<file path="src/rtl/div_issue_ctrl_pkg.sv">
// Shared types and constants for the EX-stage divider initiator.
package div_issue_ctrl_pkg;

  // Control states of the divide issue sequence.
  typedef enum logic [1:0] {
    IDLE  = 2'd0,
    BUSY  = 2'd1,
    DONE  = 2'd2,
    ABORT = 2'd3
  } div_state_t;

  // Divider latency in cycles; must track the divider's CYCLE parameter.
  localparam logic [4:0]  DIV_CYCLE_DEFAULT = 5'd10;

  localparam logic [31:0] ZERO_WORD = 32'h0000_0000;

endpackage : div_issue_ctrl_pkg

</file>
<file path="src/rtl/div_issue_ctrl.sv">
// EX-stage initiator for the iterative divider: latches DIV/DIVU operands,
// keeps the divider permitted and the pipeline stalled until finish_div,
// holds the hi/lo result until EX advances, and aborts on flush or watchdog.
module div_issue_ctrl
  import div_issue_ctrl_pkg::*;
#(
  parameter logic [4:0] DIV_CYCLE     = DIV_CYCLE_DEFAULT,
  parameter logic [4:0] TIMEOUT_SLACK = 5'd4
) (
  input  logic        clk,
  input  logic        rst,
  input  logic        div_req,
  input  logic        div_signed,
  input  logic [31:0] div_op1,
  input  logic [31:0] div_op2,
  input  logic        ex_advance,
  input  logic        flush,
  output logic        permit_div,
  output logic [31:0] src1,
  output logic [31:0] src2,
  output logic        mult_sign,
  input  logic [31:0] hi_in,
  input  logic [31:0] lo_in,
  input  logic        finish_div,
  output logic        stall_req,
  output logic        hilo_we,
  output logic [31:0] hi_wdata,
  output logic [31:0] lo_wdata,
  output logic        div_timeout
);

  // Last BUSY count value before the watchdog gives up on the divider.
  localparam logic [4:0] WAIT_LAST = DIV_CYCLE + TIMEOUT_SLACK - 5'd1;

  div_state_t state;
  logic [4:0] wait_cnt;

  // Sequencer: state, operand latches, result capture, watchdog counter.
  // NOTE: all state here uses non-blocking assignments so every register
  // samples the pre-edge values regardless of statement order.
  always_ff @(posedge clk or negedge rst) begin
    if (!rst) begin
      state       <= IDLE;
      wait_cnt    <= '0;
      src1        <= ZERO_WORD;
      src2        <= ZERO_WORD;
      mult_sign   <= 1'b0;
      hi_wdata    <= ZERO_WORD;
      lo_wdata    <= ZERO_WORD;
      div_timeout <= 1'b0;
    end else begin
      div_timeout <= 1'b0;
      case (state)
        IDLE: begin
          if (div_req && !flush) begin
            src1      <= div_op1;
            src2      <= div_op2;
            mult_sign <= div_signed;
            wait_cnt  <= '0;
            state     <= BUSY;
          end
        end
        BUSY: begin
          wait_cnt <= wait_cnt + 5'd1;
          // Flush wins over a same-cycle finish: the result is discarded.
          if (flush) begin
            state <= ABORT;
          end else if (finish_div) begin
            hi_wdata <= hi_in;
            lo_wdata <= lo_in;
            state    <= DONE;
          end else if (wait_cnt == WAIT_LAST) begin
            state       <= ABORT;
            div_timeout <= 1'b1;
          end
        end
        DONE: begin
          // Wait for EX to move on so a held div_req does not relaunch.
          if (ex_advance || flush) begin
            state <= IDLE;
          end
        end
        ABORT: begin
          // One cycle with permit low lets the divider clear its counter.
          state <= IDLE;
        end
        default: state <= IDLE;
      endcase
    end
  end

  // Divider permit is simply "operation in flight".
  assign permit_div = (state == BUSY);

  // Stall starts in the request cycle itself; gated by reset so the
  // pipeline is released immediately when reset is asserted.
  assign stall_req = rst &&
                     ((state == BUSY) || ((state == IDLE) && div_req && !flush));

  // Single HI/LO write on the cycle the finished instruction leaves EX.
  assign hilo_we = (state == DONE) && ex_advance && !flush;

endmodule : div_issue_ctrl

</file>
<file path="config.mk">
export PLATFORM = sky130hd
export DESIGN_NAME = div_issue_ctrl
export DESIGN_NICKNAME = d
export VERILOG_FILES = /design/src/rtl/div_issue_ctrl_pkg.sv /design/src/rtl/div_issue_ctrl.sv
export SDC_FILE = /design/constraint.sdc
export NUM_CORES = 1
export LEC_CHECK = 0
export CORE_ASPECT_RATIO = 1.4
export CORE_UTILIZATION = 40
export DETAILED_ROUTE_END_ITERATION = 16
export GPL_TIMING_DRIVEN = 1
export PLACE_DENSITY = 0.86
export SLEW_MARGIN = 5
export SYNTH_ARGS = -nofsm -noshare
export SYNTH_HDL_FRONTEND = slang
export SYNTH_SLANG_ARGS = --single-unit
</file>
<file path="constraint.sdc">
create_clock -name clk -period 2.45 [get_ports clk]
set_clock_uncertainty 0.05 [all_clocks]
set_input_delay 0.6125 -clock clk [delete_from_list [all_inputs] [get_ports clk]]
set_output_delay 0.6125 -clock clk [all_outputs]
set_load 0.05 [all_outputs]
</file>
==> key figures, run 1 <==
Status
  – Status: finished, final reports clean

Drt
  – Antenna violation net count after detailed routing: 0
  – Via count: 3725
  – WL per Instance: 18.0 um
  – DRT Pass-1 Iters: 4
  – DRC errors left: 0
  – Drt total wl: 13.8 mm
  – Initial DRC count: 111
  – Via/cell ratio: 4.87

Logic synthesis
  – Largest cells by area after synthesis: dfrtp_1 65%, mux2_2 25%, mux2_1 2.1%
  – Distinct cells, synth: 27
  – Combinational family with the most area after synthesis: multiplexers
  – Post-synthesis xor/xnor area fraction: 0.167%
  – Multiplexer share of the synthesized area: 27.8%
  – Post-Synthesis Cells: 314
  – Synth top area share: 65.2%
  – Synth Area in Simple Gates: 2.97%
  – Compound-gate portion of the synthesized area: 0.738%
  – Synth Warn #: 0
  – Area leader, netlist: dfrtp_1
  – Synth Area in Adders: 0.476%
  – Post-Syn Nets: 451
  – Cell Area, Synth: 5260 um^2
  – Synthesized area per cell: 16.7 um^2
  – Sequential-to-total area share from yosys stat: 65.2%
  – Flops & latches, synth: 137

Timing
  – Slew at the pin closest to its max-slew limit: 0.736 ns
  – Final Hold Fails: 0
  – Max Fclk: 421 MHz
  – Setup violators final: 0
  – Max-slew violations: 0
  – Fin crit period: 2.37 ns
  – Rel. slew slack: 50.9%
  – Setup TNS: 0 ns
  – Period utilisation layout: 96.9%

Setup path
  – Reg2reg setup slack: 0.66 ns
  – Crit path DAT: 1.71 ns
  – Worst setup path category: in -> out
  – Worst path cell trace: clkdlybuf4s50_1, nor4b_4, o21a_1, buf_12
  – Required time of the critical path: 1.79 ns
  – Reg2Reg Depth: 4
  – CP max FO: 3
  – Reg-to-Reg Start: state[1]
  – Crit start category: input pin
  – R2r endpoint: src2[3]
  – Max incr delay on CP: 0.49 ns
  – CP max-delay cell: clkdlybuf4s50_1
  – Worst Setup End Kind: output pin

Clocking
  – Clock Sinks: 137
  – Clock-pin slew on the worst setup and hold paths: 0.06 ns
  – TritonCTS buffer count: 17
  – H-tree depth: 4
  – Root Driver: clkbuf_16
  – Clock buffer depth: 2
  – Hold buffer count at cts: 0
  – Worst-Skew Late Latency: 0.41 ns
  – CTS tree: done

Finish
  – Synth-to-layout area growth: 67.4%
  – Final Non-Filler Cells: 765
  – Fin nets: 737
  – Antenna diodes: 0
  – Most frequent cells in the layout: 262 x clkdlybuf4s50_1, 137 x dfrtp_1, 119 x mux2_2, 17 x clkbuf_16, 11 x buf_4
  – Fill count: 880
  – Design area: 8800 um^2
  – Commonest non-fill, non-tap cell in the layout: clkdlybuf4s50_1
  – Share of layout cells above drive strength 1: 27.5%

Global routing
  – Grt ovf: 0
  – Largest net degree at the start of global routing: 138
  – Vias in the first global route: 4064
  – Overall routing resource usage: 20.4%
  – Antenna violations before repair: 0
  – First-pass GRT wire length: 20.9 mm

Floorplan
  – Core area: 12800 um^2
  – Rows: 49
  – Die H: 138 um
  – Die X: 98.9 um
  – Starting Density: 41.0%
  – Die area: 13600 um^2
  – Boundary Pins: 268

Pwr
  – Power share of the combinational group: 54.8%
  – Clk pwr share: 18.3%
  – Net Sw Power: 6.72 mW
  – Lkg Pwr: 3.71 nW
  – Cell-internal power: 8.26 mW
  – Power per cell area: 1700 nW/um^2
  – Sw frac: 44.9%
  – Total Power: 15.0 mW
  – Worst vdd ir: 965 uV
  – Sequential group share of total power: 26.9%

Placed design
  – Inst Count DP: 733
  – Dpl hpwl: 10.1 mm
  – Post-Place Cell Area: 8160 um^2
  – Final Wtd Congestion: 0.731
  – PortBufs: 267

Min path
  – Hold Path Class: in -> async

Run
  – Max-cap viol count: 0
==> synth_stat cells (all sizes together) <==
library cell and instances:
nor2 5, nand4b 1, and3 1, nor4 1
nand2 2, mux2 129, o21ai 1, xor2 1
a22oi 1, nand2b 3, buf 14, o21a 1
nand4 1, or3 1, dfrtp 137, nor4b 1
o22ai 1, inv 2, nand3b 3, nand3 3
mux2i 1, ha 2, o21bai 1, a21oi 1
==> power groups by stage <==
| stage | logic (mW) | clock network, mW | registers [mW] |
|---|---|---|---|
| after global routing | 8.48 | 2.91 | 4.19 |
| after detailed placement | 8.23 | 0 | 4.07 |
| final | 8.20 | 2.74 | 4.03 |
| after CTS | 8.26 | 2.80 | 4.04 |
| after global placement | 8.09 | 0 | 3.98 |
| after floorplan | 1.47 | 0 | 7.81 |
==> final cells by class <==
type	count	area [um^2]	area share, %
tap	153	191	2.18
inverter	2	7.51	0.0853
sequential	137	3430	39.0
clock inverter	12	200	2.27
timing repair buffer	281	2850	32.4
clock buffer	19	433	4.92
multi-input combinational	161	1690	19.2
==> layer usage <==
metal | GRT usage, % | vias up | part of all wire (%)
met3 | 7.56 | 22 | 8.3
met1 | 20.7 | 1837 | 34
li1 | - | 1691 | -
met4 | 8.62 | 0 | 1.9
met2 | 37.4 | 175 | 55
met5 | 0 | - | 0
==> stage by stage <==
step	hold WS (ns)	util (%)	setup slack [ns]
floorplan	0.267	-	0.0789
global placement	0.405	63.7	0.0494
detailed placement	0.427	63.7	0.0306
CTS	0.320	68.6	0.00264
global route	0.330	68.7	-0.00430
finish	0.260	68.7	0.0765
==> flip-flops by register name, indices dropped and copies added (netlist names) <==
name         cells
div_timeout      1
hi_wdata        32
lo_wdata        32
mult_sign        1
src1            32
src2            32
state            2
wait_cnt         5
==> logic make-up after synthesis <==
logic type	count (synthesis)
flops	137
mux	130
simple gates	22
buf+inv	16
compound gates	6
fa+ha+maj	2
xor+xnor	1
==> worst max-delay path by stage <==
stage                        from         to  slack (ns)  cells after the start
after global placement      flush  stall_req        0.05                      4
after CTS                   flush  stall_req       0.003                      4
after floorplan             flush  stall_req        0.08                      3
final                     div_req  stall_req        0.08                      4
after global routing      div_req  stall_req      -0.004                      4
after detailed placement    flush  stall_req        0.03                      4
==> critical path, delay by kind of cell <==
family | cells | cell delay, ns
compound gates | 1 | 0.22
buf+inv | 2 | 0.64
simple gates | 1 | 0.24
==> timing repair <==
item                       CTS  global route
setup buffers                0             1
setup endpoints to repair    0             2
resized for setup            0             1
Power figures use the tool's default switching activity.
==> inputs of run 2 (changes only) <==
- CAP_MARGIN: unset -> 10
- clock period: 2.45 -> 2.5 ns (I/O delays scaled with it)
==> key figures, run 2 (synthesized netlist as in run 1, its figures left out) <==
Status
  – Status: finished, final reports clean (unchanged)

Placed design
  – Dpl hpwl: 10.1 mm (about the same)
  – PortBufs: 267 (unchanged)
  – Final Wtd Congestion: 0.726 (was 0.731)

Setup path
  – Worst Setup End Kind: output pin (unchanged)
  – Worst setup path category: in -> out (unchanged)
  – Reg-to-Reg Start: state[1] (unchanged)
  – Reg2Reg Depth: 5 (was 4)
  – Family with the most delay on the worst path: buffers and inverters (unchanged)
  – Required time of the critical path: 1.82 ns (was 1.79 ns)
  – Critical path buffers and inverters: 2 (unchanged)
  – R2r endpoint: hi_wdata[22] (was src2[3])
  – Reg2reg setup slack: 0.68 ns (was 0.66 ns)
  – Worst path cell trace: clkdlybuf4s50_1, nor4b_4, o21a_1, buf_12 (unchanged)
  – CP max-delay cell: clkdlybuf4s50_1 (unchanged)
  – Crit start category: input pin (unchanged)
  – CP max FO: 3 (unchanged)
  – Max incr delay on CP: 0.49 ns (about the same)
  – Crit path DAT: 1.71 ns (about the same)

Clocking
  – Root Driver: clkbuf_16 (unchanged)
  – Worst-Skew Late Latency: 0.41 ns (about the same)
  – Hold buffer count at cts: 0 (unchanged)
  – TritonCTS buffer count: 17 (unchanged)
  – CTS tree: done (unchanged)
  – Clock buffer depth: 2 (unchanged)
  – Clock-pin slew on the worst setup and hold paths: 0.06 ns (about the same)
  – Clock Sinks: 137 (unchanged)
  – H-tree depth: 4 (unchanged)

Pwr
  – Worst vdd ir: 849 uV (was 965 uV)
  – Cell-internal power: 7.89 mW (was 8.26 mW)
  – Power per cell area: 1660 nW/um^2 (was 1700 nW/um^2)
  – Power share of the combinational group: 55.3% (was 54.8%)
  – Sw frac: 45.6% (was 44.9%)
  – Net Sw Power: 6.61 mW (was 6.72 mW)
  – Sequential group share of total power: 27.2% (was 26.9%)
  – Lkg Pwr: 3.66 nW (was 3.71 nW)
  – Clk pwr share: 17.6% (was 18.3%)

Floorplan
  – Boundary Pins: 268 (unchanged)
  – Die X: 98.9 um (unchanged)
  – Rows: 49 (unchanged)
  – Core area: 12800 um^2 (unchanged)
  – Die H: 138 um (unchanged)
  – Starting Density: 41.0% (unchanged)
  – Die area: 13600 um^2 (unchanged)

Drt
  – Drt total wl: 13.6 mm (was 13.8 mm)
  – Via count: 3717 (was 3725)
  – Antenna violation net count after detailed routing: 0 (unchanged)
  – Initial DRC count: 99 (was 111)
  – WL per Instance: 17.9 um (was 18.0 um)
  – Via/cell ratio: 4.87 (about the same)
  – DRC errors left: 0 (unchanged)
  – DRT Pass-1 Iters: 4 (unchanged)

Global routing
  – Antenna violations before repair: 0 (unchanged)
  – Overall routing resource usage: 20.3% (was 20.4%)
  – Largest net degree at the start of global routing: 138 (unchanged)
  – GR peak layer: met2 (unchanged)
  – M1 GR Usage: 21.5% (was 20.7%)
  – Vias in the first global route: 4063 (was 4064)
  – GR met3 Demand/Resource: 6.65% (was 7.56%)
  – First-pass GRT wire length: 20.9 mm (about the same)
  – Grt ovf: 0 (unchanged)
  – Met2 usage: 36.4% (was 37.4%)

Finish
  – Fill count: 870 (was 880)
  – Commonest non-fill, non-tap cell in the layout: clkdlybuf4s50_1 (unchanged)
  – Share of layout cells above drive strength 1: 27.4% (was 27.5%)
  – Antenna diodes: 0 (unchanged)
  – Fin nets: 734 (was 737)
  – Synth-to-layout area growth: 66.3% (was 67.4%)
  – Final Core Density: 68.3% (was 68.7%)
  – Most frequent cells in the layout: 262 x clkdlybuf4s50_1, 137 x dfrtp_1, 119 x mux2_2, 17 x clkbuf_16, 10 x mux2_1 (was 262 x clkdlybuf4s50_1, 137 x dfrtp_1, 119 x mux2_2, 17 x clkbuf_16, 11 x buf_4)

Timing
  – Fin crit period: 2.39 ns
  – Rel. slew slack: 47.6% (was 50.9%)
  – Max Fclk: 419 MHz
  – Final Hold Fails: 0 (unchanged)
  – RSZ-0062 raised after global routing: false
  – Slew at the pin closest to its max-slew limit: 0.786 ns (was 0.736 ns)
  – Setup violators final: 0 (unchanged)
  – Period utilisation layout: 95.4%
  – Setup TNS: 0 ns (unchanged)
  – Max-slew violations: 0 (unchanged)

Min path
  – Hold Path Class: in -> async (unchanged)

Run
  – Max-cap viol count: 0 (unchanged)
[run 2: cell count changes in the layout (fill, tap and decap cells not counted), sizes merged]
cell      change
buf           -3
inv           +3
clkinv        -4
clkinvlp      +5
clkbuf        -1
bufinv        -2
[run 2: power by group through the flow]
stage | clock network, mW | logic (mW) | registers (mW)
3_3_place_gp | 0 | 7.91 | 3.89
4_1_cts | 2.61 | 8.07 | 3.96
6_report | 2.55 | 8.01 | 3.94
2_1_floorplan | 0 | 1.44 | 7.66
3_5_place_dp | 0 | 8.04 | 3.98
5_1_grt | 2.71 | 8.29 | 4.08
[run 2: repair_timing]
action / CTS / global route
resized for setup: 0 / 1
setup endpoints to repair: 0 / 1
endpoints found under the hold margin: 0 / 0
setup buffers: 0 / 1
[run 2: routing by layer]
metal	wire length, um	vias up
li1	-	1679
met1	4800	1825
met2	7340	182
met3	1100	31
met4	378	0
met5	0	-
[run 2: final cells by class]
class | count | area, um^2 | share of cell area (%)
Sequential cell | 137 | 3430 | 39.2
Timing Repair Buffer | 278 | 2830 | 32.3
Multi-Input combinational cell | 161 | 1690 | 19.3
Clock buffer | 18 | 429 | 4.91
Tap cell | 153 | 191 | 2.19
Clock inverter | 14 | 173 | 1.97
Inverter | 2 | 7.51 | 0.0858
[run 2: through the flow]
| stage | cells | area (um^2) | setup WS, ns | hold WS [ns] | power (mW) |
|---|---|---|---|---|---|
| CTS | 762 | 8740 | 0.0229 | 0.331 | 14.6 |
| floorplan | 314 | 5260 | 0.104 | 0.279 | 9.10 |
| global route | 763 | 8750 | 0.0759 | 0.360 | 15.1 |
| global placement | 730 | 8140 | 0.0455 | 0.406 | 11.8 |
| finish | 763 | 8750 | 0.114 | 0.234 | 14.5 |
| detailed placement | 730 | 8140 | 0.0311 | 0.415 | 12.0 |
[run 2: worst max path at each step]
stage	startpoint	endpoint	slack, ns	depth (start not counted)
global route	div_req	stall_req	0.08	4
global placement	flush	stall_req	0.05	4
floorplan	flush	stall_req	0.10	3
finish	div_req	stall_req	0.11	4
detailed placement	flush	stall_req	0.03	4
CTS	flush	stall_req	0.02	4
